File: config.mk
export PLATFORM = sky130hd
export DESIGN_NAME = exu_brupd_q
export DESIGN_NICKNAME = d
export VERILOG_FILES = /design/src/rtl/exu_brupd_q_pkg.sv /design/src/rtl/exu_brupd_q_ptr.sv /design/src/rtl/exu_brupd_q.sv
export SDC_FILE = /design/constraint.sdc
export NUM_CORES = 1
export LEC_CHECK = 0
export CAP_MARGIN = 30
export CORE_AREA = 2 2 107 109
export CTS_BUF_LIST = sky130_fd_sc_hd__clkbuf_4 sky130_fd_sc_hd__clkbuf_8 sky130_fd_sc_hd__clkbuf_16
export DETAILED_ROUTE_END_ITERATION = 8
export DIE_AREA = 0 0 109 111
export GPL_TIMING_DRIVEN = 0
export HOLD_SLACK_MARGIN = 0.02
export PLACE_DENSITY = 0.83
export SLEW_MARGIN = 40
export SYNTH_ARGS = -nofsm -noshare
export SYNTH_HDL_FRONTEND = slang
export SYNTH_SLANG_ARGS = --single-unit
File: constraint.sdc
create_clock -name clk -period 5.9 [get_ports clk]
set_input_delay 0.59 -clock clk [delete_from_list [all_inputs] [get_ports clk]]
set_output_delay 0.59 -clock clk [all_outputs]
set_load 0.03 [all_outputs]
File: src/rtl/exu_brupd_q_pkg.sv
// ============================================================================
//  Module   : exu_brupd_q_pkg
//  Purpose  : Shared types for the branch-update queue (predictor training packet).
//  Revision : 1.0
// ============================================================================
`default_nettype none

package exu_brupd_q_pkg;

   typedef struct packed {
      logic [31:1] pc;
      logic [1:0]  hist;
      logic        ataken;
      logic        misp;
      logic        pret;
   } bp_upd_pkt_t;

   function automatic bp_upd_pkt_t pack_upd(input logic [31:1] pc,
                                            input logic [1:0]  hist,
                                            input logic        ataken,
                                            input logic        misp,
                                            input logic        pret);
      bp_upd_pkt_t p;
      p.pc     = pc;
      p.hist   = hist;
      p.ataken = ataken;
      p.misp   = misp;
      p.pret   = pret;
      return p;
   endfunction

endpackage

`default_nettype wire

File: src/rtl/exu_brupd_q_ptr.sv
// ============================================================================
//  Module   : exu_brupd_q_ptr
//  Purpose  : Wrap-bit queue pointer with increment and (priority) load.
//  Revision : 1.0
// ============================================================================
`default_nettype none

module exu_brupd_q_ptr #(
   parameter int unsigned PW = 3
) (
   input  logic          clk,
   input  logic          rst_l,
   input  logic          i_inc,
   input  logic          i_load,
   input  logic [PW-1:0] i_load_val,
   output logic [PW-1:0] o_ptr,
   output logic [PW-1:0] o_ptr_nxt
);

   logic [PW-1:0] r_ptr;
   logic [PW-1:0] w_nxt;

   always_comb begin
      w_nxt = r_ptr;
      if (i_load)
         w_nxt = i_load_val;
      else if (i_inc)
         w_nxt = r_ptr + 1'b1;
   end

   always_ff @(posedge clk or negedge rst_l) begin
      if (!rst_l)
         r_ptr <= '0;
      else
         r_ptr <= w_nxt;
   end

   assign o_ptr     = r_ptr;
   assign o_ptr_nxt = w_nxt;

endmodule

`default_nettype wire

File: src/rtl/exu_brupd_q.sv
// ============================================================================
//  Module   : exu_brupd_q
//  Purpose  : Ordered speculative/committed queue of resolved branches feeding
//             predictor training over a valid/ready handshake.
//  Revision : 1.0
// ============================================================================
`default_nettype none

module exu_brupd_q
   import exu_brupd_q_pkg::*;
#(
   parameter int unsigned DEPTH = 4,
   parameter int unsigned CNTW  = 8
) (
   input  logic            clk,
   input  logic            rst_l,
   input  logic            enq_valid,
   input  bp_upd_pkt_t     enq_pkt,
   input  logic            commit,
   input  logic            flush_lower,
   output logic            upd_valid,
   input  logic            upd_ready,
   output bp_upd_pkt_t     upd_pkt,
   output logic            full,
   output logic [CNTW-1:0] drop_cnt
);

   localparam int unsigned c_IW = (DEPTH > 1) ? $clog2(DEPTH) : 1;
   localparam int unsigned c_PW = c_IW + 1;

   logic [c_PW-1:0] w_rd, w_cm, w_wr;
   logic [c_PW-1:0] w_rd_nxt, w_cm_nxt, w_wr_nxt;
   logic [c_PW-1:0] w_occ_nxt;
   logic            w_enq, w_drop, w_commit, w_deq;
   logic            r_full;
   logic [CNTW-1:0] r_drop_cnt;
   bp_upd_pkt_t     w_entry [DEPTH];

   // full is the registered view of current occupancy, so a same-cycle
   // dequeue never makes room for a same-cycle enqueue.
   assign w_enq    = enq_valid & ~r_full & ~flush_lower;
   assign w_drop   = enq_valid &  r_full & ~flush_lower;
   assign w_commit = commit & (w_cm != w_wr);
   assign w_deq    = upd_valid & upd_ready;

   exu_brupd_q_ptr #(.PW(c_PW)) u_rd_ptr (
      .clk        (clk),
      .rst_l      (rst_l),
      .i_inc      (w_deq),
      .i_load     (1'b0),
      .i_load_val ({c_PW{1'b0}}),
      .o_ptr      (w_rd),
      .o_ptr_nxt  (w_rd_nxt)
   );

   exu_brupd_q_ptr #(.PW(c_PW)) u_cm_ptr (
      .clk        (clk),
      .rst_l      (rst_l),
      .i_inc      (w_commit),
      .i_load     (1'b0),
      .i_load_val ({c_PW{1'b0}}),
      .o_ptr      (w_cm),
      .o_ptr_nxt  (w_cm_nxt)
   );

   // A flush rewinds the write pointer to the post-commit boundary.
   exu_brupd_q_ptr #(.PW(c_PW)) u_wr_ptr (
      .clk        (clk),
      .rst_l      (rst_l),
      .i_inc      (w_enq),
      .i_load     (flush_lower),
      .i_load_val (w_cm_nxt),
      .o_ptr      (w_wr),
      .o_ptr_nxt  (w_wr_nxt)
   );

   assign w_occ_nxt = w_wr_nxt - w_rd_nxt;

   always_ff @(posedge clk or negedge rst_l) begin
      if (!rst_l) begin
         r_full     <= 1'b0;
         r_drop_cnt <= '0;
      end else begin
         r_full <= (w_occ_nxt == c_PW'(DEPTH));
         if (w_drop && (r_drop_cnt != {CNTW{1'b1}}))
            r_drop_cnt <= r_drop_cnt + 1'b1;
      end
   end

   for (genvar i = 0; i < DEPTH; i++) begin : g_entry
      bp_upd_pkt_t r_pkt;
      logic        w_we;

      assign w_we = w_enq & (w_wr[c_IW-1:0] == c_IW'(i));

      always_ff @(posedge clk) begin
         if (w_we)
            r_pkt <= enq_pkt;
      end

      assign w_entry[i] = r_pkt;
   end

   assign upd_valid = (w_rd != w_cm);
   assign upd_pkt   = w_entry[w_rd[c_IW-1:0]];
   assign full      = r_full;
   assign drop_cnt  = r_drop_cnt;

endmodule

`default_nettype wire

==> results of run 1 <==
sequential cells by signal, indices dropped and copies added, names as in the netlist:
| signal | count |
|---|---|
| u_wr_ptr.o_ptr | 3 |
| g_entry.r_pkt | 144 |
| full | 1 |
| u_rd_ptr.o_ptr | 3 |
| u_cm_ptr.o_ptr | 3 |
| drop_cnt | 8 |
power breakdown:
part | internal (mW) | switching (mW) | leakage, nW | total, mW
Sequential | 1.40 | 0.0696 | 1.53 | 1.47
Clock | 0.539 | 0.431 | 0.247 | 0.970
Combinational | 0.675 | 0.800 | 0.888 | 1.48
Total | 2.61 | 1.30 | 2.67 | 3.91
metal layers:
layer	wire length, um	part of all wire [%]	track usage [%]	up-vias
li1	-	-	-	1399
met1	4300	40	24.4	1584
met2	5670	53	32.0	84
met3	542	5.0	5.29	20
met4	271	2.5	8.55	0
met5	0	0	0	-
cell families (layout without fill, tap and decap cells):
| family | Yosys count | after routing |
|---|---|---|
| AOI/OAI and AO/OA | 12 | 12 |
| and+or+nand+nor | 30 | 30 |
| muxes | 39 | 39 |
| xor gates and xnor gates | 18 | 18 |
| adders and majority gates | 9 | 9 |
| buffers and inverters | 16 | 138 |
| DFF | 162 | 162 |
placed cells by master (no fill, tap or decap), types with 2 or more instances in the layout:
cell             instances
o21ai_0                  2
mux2_2                   3
inv_1                    6
nor2_1                   2
ha_1                     9
clkinv_4                 2
and3_4                   4
edfxtp_1               144
clkdlybuf4s50_1         85
buf_2                    5
buf_12                   4
mux4_2                  36
clkinvlp_4               5
nand2_1                  7
xnor2_1                 11
o31ai_1                  2
or3_2                    2
dfrtp_1                 18
and3_1                   3
nand3_1                  2
inv_6                    3
clkbuf_1                 6
a21oi_1                  3
clkinv_1                 3
nand4_1                  3
xor2_1                   7
clkbuf_16               17
worst max path at each step:
stage | from | to | slack [ns]
floorplan | u_cm_ptr.o_ptr[0]$_DFF_PN0_ | full$_DFF_PN0_ | 3.13
global placement | enq_valid | g_entry[0].r_pkt[28]$_DFFE_PP_ | 2.43
detailed placement | enq_valid | full$_DFF_PN0_ | 2.65
CTS | u_rd_ptr.o_ptr[1]$_DFF_PN0_ | upd_pkt[34] | 2.34
global route | u_rd_ptr.o_ptr[1]$_DFF_PN0_ | upd_pkt[34] | 2.28
finish | u_rd_ptr.o_ptr[1]$_DFF_PN0_ | upd_pkt[34] | 2.45
stage by stage:
stage / area [um2] / util [%] / std cells
4_1_cts: 7900 / 71.3 / 551
2_1_floorplan: 6220 / - / 286
5_1_grt: 7890 / 71.3 / 551
3_5_place_dp: 7360 / 66.5 / 519
6_report: 7890 / 71.3 / 551
3_3_place_gp: 7260 / 65.6 / 515
critical path: stages (launching register included):
cell and delay, ns:
dfrtp_1 0.39, clkbuf_1 0.45, clkbuf_1 0.56, mux4_2 0.42
clkdlybuf4s50_1 0.63
layout make-up:
cell class,instances,area [um2],share of cell area [%]
Tap cell,143,179,2.27
Sequential cell,162,4770,60.5
Multi-Input combinational cell,108,1400,17.8
Clock buffer,17,425,5.39
Inverter,6,22.5,0.285
Clock inverter,15,109,1.38
Timing Repair Buffer,90,936,11.9
Buffer,10,42.5,0.539
==> summary.txt, run 1 <==
Place
  – PortBufs: 86
  – Gpl congestion: 0.741
  – Setup WS pre-CTS: between 2 and 3 ns
  – Post-detail-place hpwl: 6.99 mm

Timing
  – FMAX: approximately 290 MHz
  – Crit path time final: 3.45 ns
  – Max-slew headroom: 57.4%
  – Fin crit share: 58.5%
  – Unrepaired setup endpoints after global routing: no
  – Max Slew Vio Count: 0
  – WHS: slightly above 0.1 ns
  – Slew @ Worst Pin: around 0.64 ns
  – Final setup margin: 2.45 ns
  – Clock Skews: approximately 0.0046 ns
  – Fin. Hold Viols: 0
  – Final setup vio count: 0
  – TNS Setup: 0 ns

Floorplan
  – Die span in x: roughly 110 um
  – Core area: roughly 11,000 um2
  – Initial core utilization: 56.2%
  – FP Rows: 39
  – Io pins: 88
  – Die height: between 100 and 150 um
  – Die area: ~12,000 um2

Drt
  – DRT Pass-1 Iters: 4
  – Final wirelength: roughly 11 mm
  – Initial drt markers: 170
  – Via count: just over 3,000
  – WL per Instance: between 15 and 20 um
  – # DRC: 0
  – Vias per cell: around 5.6
  – Routed Antenna Nets: 0

Hold path
  – Hold crit path type: in -> async

Clock tree
  – CTS hold repair buffers: 0
  – Clock Root Buffer: clkbuf_16
  – Num Clock Sinks: about 160
  – Post-CTS Resized: 0
  – CTS Buf Count: 17
  – Setup Fix Bufs, Post-CTS: 0
  – CTS H-Tree Depth: 4
  – Clock Tree Buf Depth: 2
  – Skew-Pair Late Insertion Delay: ~0.41 ns
  – CTS tree: yes
  – Clock transition at path regs: approximately 0.06 ns

Finish
  – FILL cells: slightly below 700
  – Final #Nets: 446
  – Synthesis-to-layout area growth: 26.8%
  – Inserted Diodes: 0
  – Share of cells above drive strength 1: 20.8%

Worst setup path
  – CP Data Required Time: ~5.3 ns
  – R2R setup slack: ~2.9 ns
  – Crit start category: flop
  – Crit path DAT: between 2 and 3 ns
  – Worst Path Max Fanout: 10
  – Depth of the worst register-to-register path: 10
  – FF-to-FF Start: u_wr_ptr.o_ptr[0]$_DFF_PN0_
  – Crit end category: output pin
  – Worst R2R End: full$_DFF_PN0_
  – Worst Setup Path Type: reg -> out

Logic synthesis
  – Post-synth cell types: 31
  – Mapped Cells: ~290
  – Main combinational cell family by area after synthesis: multiplexers
  – Most frequent cell after synthesis: edfxtp_1
  – EDFF count, synth: between 100 and 150
  – XOR/XNOR Fraction of Synth Area: around 2.5%
  – Seq cells post-synth: around 160
  – Synth cell count leaders: 144 x edfxtp_1, 36 x mux4_2, 18 x dfrtp_1
  – Top_reg_cell synth: edfxtp_1
  – Post-Synth Adder-Cell Area: between 1.5 and 2%
  – Syn Std Cell Area: between 6000 and 7000 um2
  – Share of flip-flops with an asynchronous set or reset: between 10 and 15%
  – YS warnings: 0
  – Post-synthesis simple-gate area fraction: under 10%
  – Post-synthesis sequential area ratio: 76.7%
  – Area contributors post-synth: edfxtp_1 69%, mux4_2 13%, dfrtp_1 7.2%
  – Synth Area in Compound Gates: under 10%
  – Mean Syn Cell Area: around 22 um2
  – Net count after synthesis: 337
  – Yosys top cell by area: edfxtp_1
  – Share of Yosys cell area claimed by the top area cell type: 69.5%
  – Post-synthesis mux area share: about 14%

Global routing
  – Pin count of the biggest net entering global routing: 25
  – First-pass GRT wire length: between 15 and 20 mm
  – Gr ovfl total: 0
  – Gr usage total: around 20%
  – Initial antenna violation count: 0
  – Vias in the first global route: around 3,300

Power and ir drop
  – P_leak: between 2 and 3 nW
  – Maximum vdd drop: 0.301 mV
  – Power Density: slightly below 500 nW/um2
  – Overall power: 3.91 mW

Outcome
  – Outcome: finished clean

Flow run
  – Max cap viols: 0
Power figures use the tool's default switching activity.
==> run 2, diff against run 1 <==
Settings changed: CORE_AREA 2 2 107 109 to 2 2 116 118, DIE_AREA 0 0 109 111 to 0 0 118 120, PLACE_DENSITY 0.83 to 0.75.
Clock period 5.9 ns to 3 ns, I/O delays scaled along.
==> summary.txt, run 2 (same netlist as run 1, synthesis figures left out) <==
Finish
  – Biggest register: g_entry.r_pkt
  – Commonest non-fill, non-tap cell in the layout: edfxtp_1
  – Max reg flops: 144 (unchanged)
  – Share of cells above drive strength 1: 23.1% (+2.2 points)
  – Most frequent cells in the layout: 144 x edfxtp_1, 84 x clkdlybuf4s50_1, 36 x mux4_2
  – Synthesis-to-layout area growth: 30.8%
  – Final #Nets: 450 (+0.90%)
  – Post-Route Utilization: 62.7% (-8.5 points)
  – Fin cells: 588 (+6.7%)
  – Inserted Diodes: 0 (unchanged)

Place
  – Gpl congestion: 0.722 (-2.5%)
  – Post-detail-place hpwl: 7.12 mm (+1.9%)
  – PortBufs: 86 (unchanged)
  – Cell count after placement: 552 (+6.4%)

Timing
  – Crit path time final: 2.84 ns
  – Fin crit share: around 95%
  – Fin. Hold Viols: 0 (unchanged)
  – FMAX: between 300 and 400 MHz
  – Unrepaired setup endpoints after global routing: no
  – Max Slew Vio Count: 0 (unchanged)
  – Clock Skews: 0.00873 ns (+0.00413 ns)
  – Max-slew headroom: 68.5% (+11 points)
  – Slew @ Worst Pin: 0.471 ns (-0.169 ns)
  – Final setup vio count: 0 (unchanged)

Outcome
  – Outcome: finished clean

Global routing
  – Gr ovfl total: 0 (unchanged)
  – First-pass GRT wire length: 17.6 mm (+4.5%)
  – Initial antenna violation count: 0 (unchanged)
  – Vias in the first global route: 3,315 (+1.4%)
  – Pin count of the biggest net entering global routing: 24 (-4.0%)
  – Gr usage total: 17.0% (-2.5 points)

Clock tree
  – CTS Buf Count: 17 (unchanged)
  – Num Clock Sinks: 162 (unchanged)
  – Skew-Pair Late Insertion Delay: 0.42 ns (about the same)
  – CTS tree: yes
  – Clock transition at path regs: 0.06 ns (about the same)
  – CTS H-Tree Depth: 4 (unchanged)
  – Clock Tree Buf Depth: 2 (unchanged)
  – Clock Root Buffer: clkbuf_16

Drt
  – Max Used Layer: met4
  – DR WL met3: 597 um (+10%)
  – Initial drt markers: 222 (+31%)
  – Metal-1 WL: 4.83 mm (+12%)
  – Via count: 3,144 (+1.8%)
  – WL per Instance: 19.0 um (-3.1%)
  – Routed Antenna Nets: 0 (unchanged)
  – Met2 WL: 5.60 mm (-1.1%)
  – # DRC: 0 (unchanged)
  – Final wirelength: 11.1 mm (+3.4%)
  – DRT Pass-1 Iters: 7 (+3)
  – Vias per cell: 5.35 (-4.6%)

Power and ir drop
  – Maximum vdd drop: 0.570 mV (+89%)
  – Sequential share of power: 34.9% (-2.6 points)
  – Sw Share: 31.0% (-2.3 points)
  – Overall power: 8.24 mW (+110%)
  – P_leak: 2.79 nW (+4.7%)
  – Internal: 5.69 mW (+120%)
  – Combinational power share: 36.0% (-1.7 points)
  – Net Switching: 2.55 mW (+96%)
  – Clock network fraction of design power: 29.1% (+4.3 points)
  – Power Density: 1010 nW/um2 (+100%)

Worst setup path
  – Slowest stage delay, CP: 0.64 ns (about the same)
  – Crit-path most repeated cell: buf_4
  – Crit-path leading delay family: buffers and inverters
  – Cells traversed along the worst timing path: buf_4 -> buf_4 -> mux4_2 -> clkdlybuf4s50_1
  – CP Data Required Time: 2.70 ns (-2.61 ns)
  – Critical path's slowest cell: clkdlybuf4s50_1
  – Bufs and invs on worst path: 3 (unchanged)
  – Crit end category: output pin
  – Depth of the worst register-to-register path: 10 (unchanged)
  – Total stage count of the critical path: 4 (unchanged)
  – Worst Setup Path Type: reg -> out
  – Worst Path Max Fanout: 10 (unchanged)
  – Crit path DAT: 2.54 ns (-0.32 ns)
  – Crit start category: flop

Floorplan
  – Die span in x: 118 um (+8.3%)
  – Die height: 120 um (+8.1%)
  – Die area: 14,200 um2 (+17%)
  – Io pins: 88 (unchanged)
  – Core area: 13,000 um2 (+17%)
  – Initial core utilization: 47.9% (-8.2 points)
  – FP Rows: 42 (+7.7%)

Hold path
  – Hold crit path type: in -> reg
  – Worst Hold Path Cells: 2

Flow run
  – Max cap viols: 0 (unchanged)
==> run 2: cell count changes in the layout (fill, tap and decap cells not counted), sizes merged <==
cell / previous run / this run
buf: 9 / 12
dlymetal6s2s: 0 / 1
clkbuf: 23 / 24
inv: 10 / 7
bufinv: 0 / 6
dlygate4sd3: 0 / 1
clkdlybuf4s50: 85 / 84
clkinvlp: 5 / 1
==> run 2: layer usage <==
layer | up-vias | track usage (%)
li1 | 1405 | -
met1 | 1645 | 21.4
met2 | 84 | 27.4
met3 | 10 | 6.42
met4 | 0 | 5.80
met5 | - | 0
==> run 2: path summary, 6_finish.rpt <==
check | slack, ns | to | startpoint
min in group asynchronous | 0.34 | u_rd_ptr.o_ptr[2]$_DFF_PN0_ | rst_l
max reg2reg | 0.18 | full$_DFF_PN0_ | u_wr_ptr.o_ptr[0]$_DFF_PN0_
max | 0.16 | upd_pkt[31] | u_rd_ptr.o_ptr[0]$_DFF_PN0_
min | 0.26 | u_wr_ptr.o_ptr[2]$_DFF_PN0_ | flush_lower
min reg2reg | 0.51 | drop_cnt[7]$_DFFE_PN0P_ | drop_cnt[7]$_DFFE_PN0P_
max in group asynchronous | 2.35 | u_wr_ptr.o_ptr[0]$_DFF_PN0_ | rst_l
==> run 2: stage by stage <==
step                worst slack (ns)  hold WS (ns)  setup TNS [ns]  instance area, um2
global route                 0.00679         0.319               0                8140
floorplan                      0.227       0.00441               0                6220
detailed placement            0.0546         0.494               0                7420
global placement              -0.219         0.489          -30.42                7300
CTS                           0.0201         0.244               0                8100
finish                         0.162         0.264               0                8140
==> run 2: cell type report <==
type | instances | area (um2)
inverter | 6 | 22.5
multi-input combinational | 108 | 1410
fill | 911 | 4840
sequential | 162 | 4780
clock buffer | 18 | 433
timing repair buffer | 94 | 986
tap | 176 | 220
buffer | 10 | 57.6
clock inverter | 14 | 235
==> run 2: worst register-to-register path, cell delays in order, from the launching register on <==
cell and delay (ns):
dfrtp_2 0.45, xor2_1 0.19, o31ai_2 0.28, mux2_2 0.38, nand2_1 0.07, o21ai_1 0.09
ha_1 0.21, nand2b_1 0.16, or4_4 0.43, a221oi_2 0.22, and4b_1 0.23
==> run 2: timing repair <==
item | in CTS | in global routing
endpoints found under the setup margin | 30 | 2
buffers inserted | 0 | 3
resized for setup | 8 | 4
hold endpoints to repair | 0 | 18
pin swaps | 0 | 1
hold buffers | 0 | 1
==> run 2: power by group through the flow <==
stage,Sequential (mW),Combinational (mW),Clock [mW]
5_1_grt,2.90,3.18,2.55
6_report,2.88,2.97,2.40
3_5_place_dp,2.93,2.94,0
4_1_cts,2.88,2.98,2.45
3_3_place_gp,2.92,2.85,0
2_1_floorplan,2.94,1.86,0
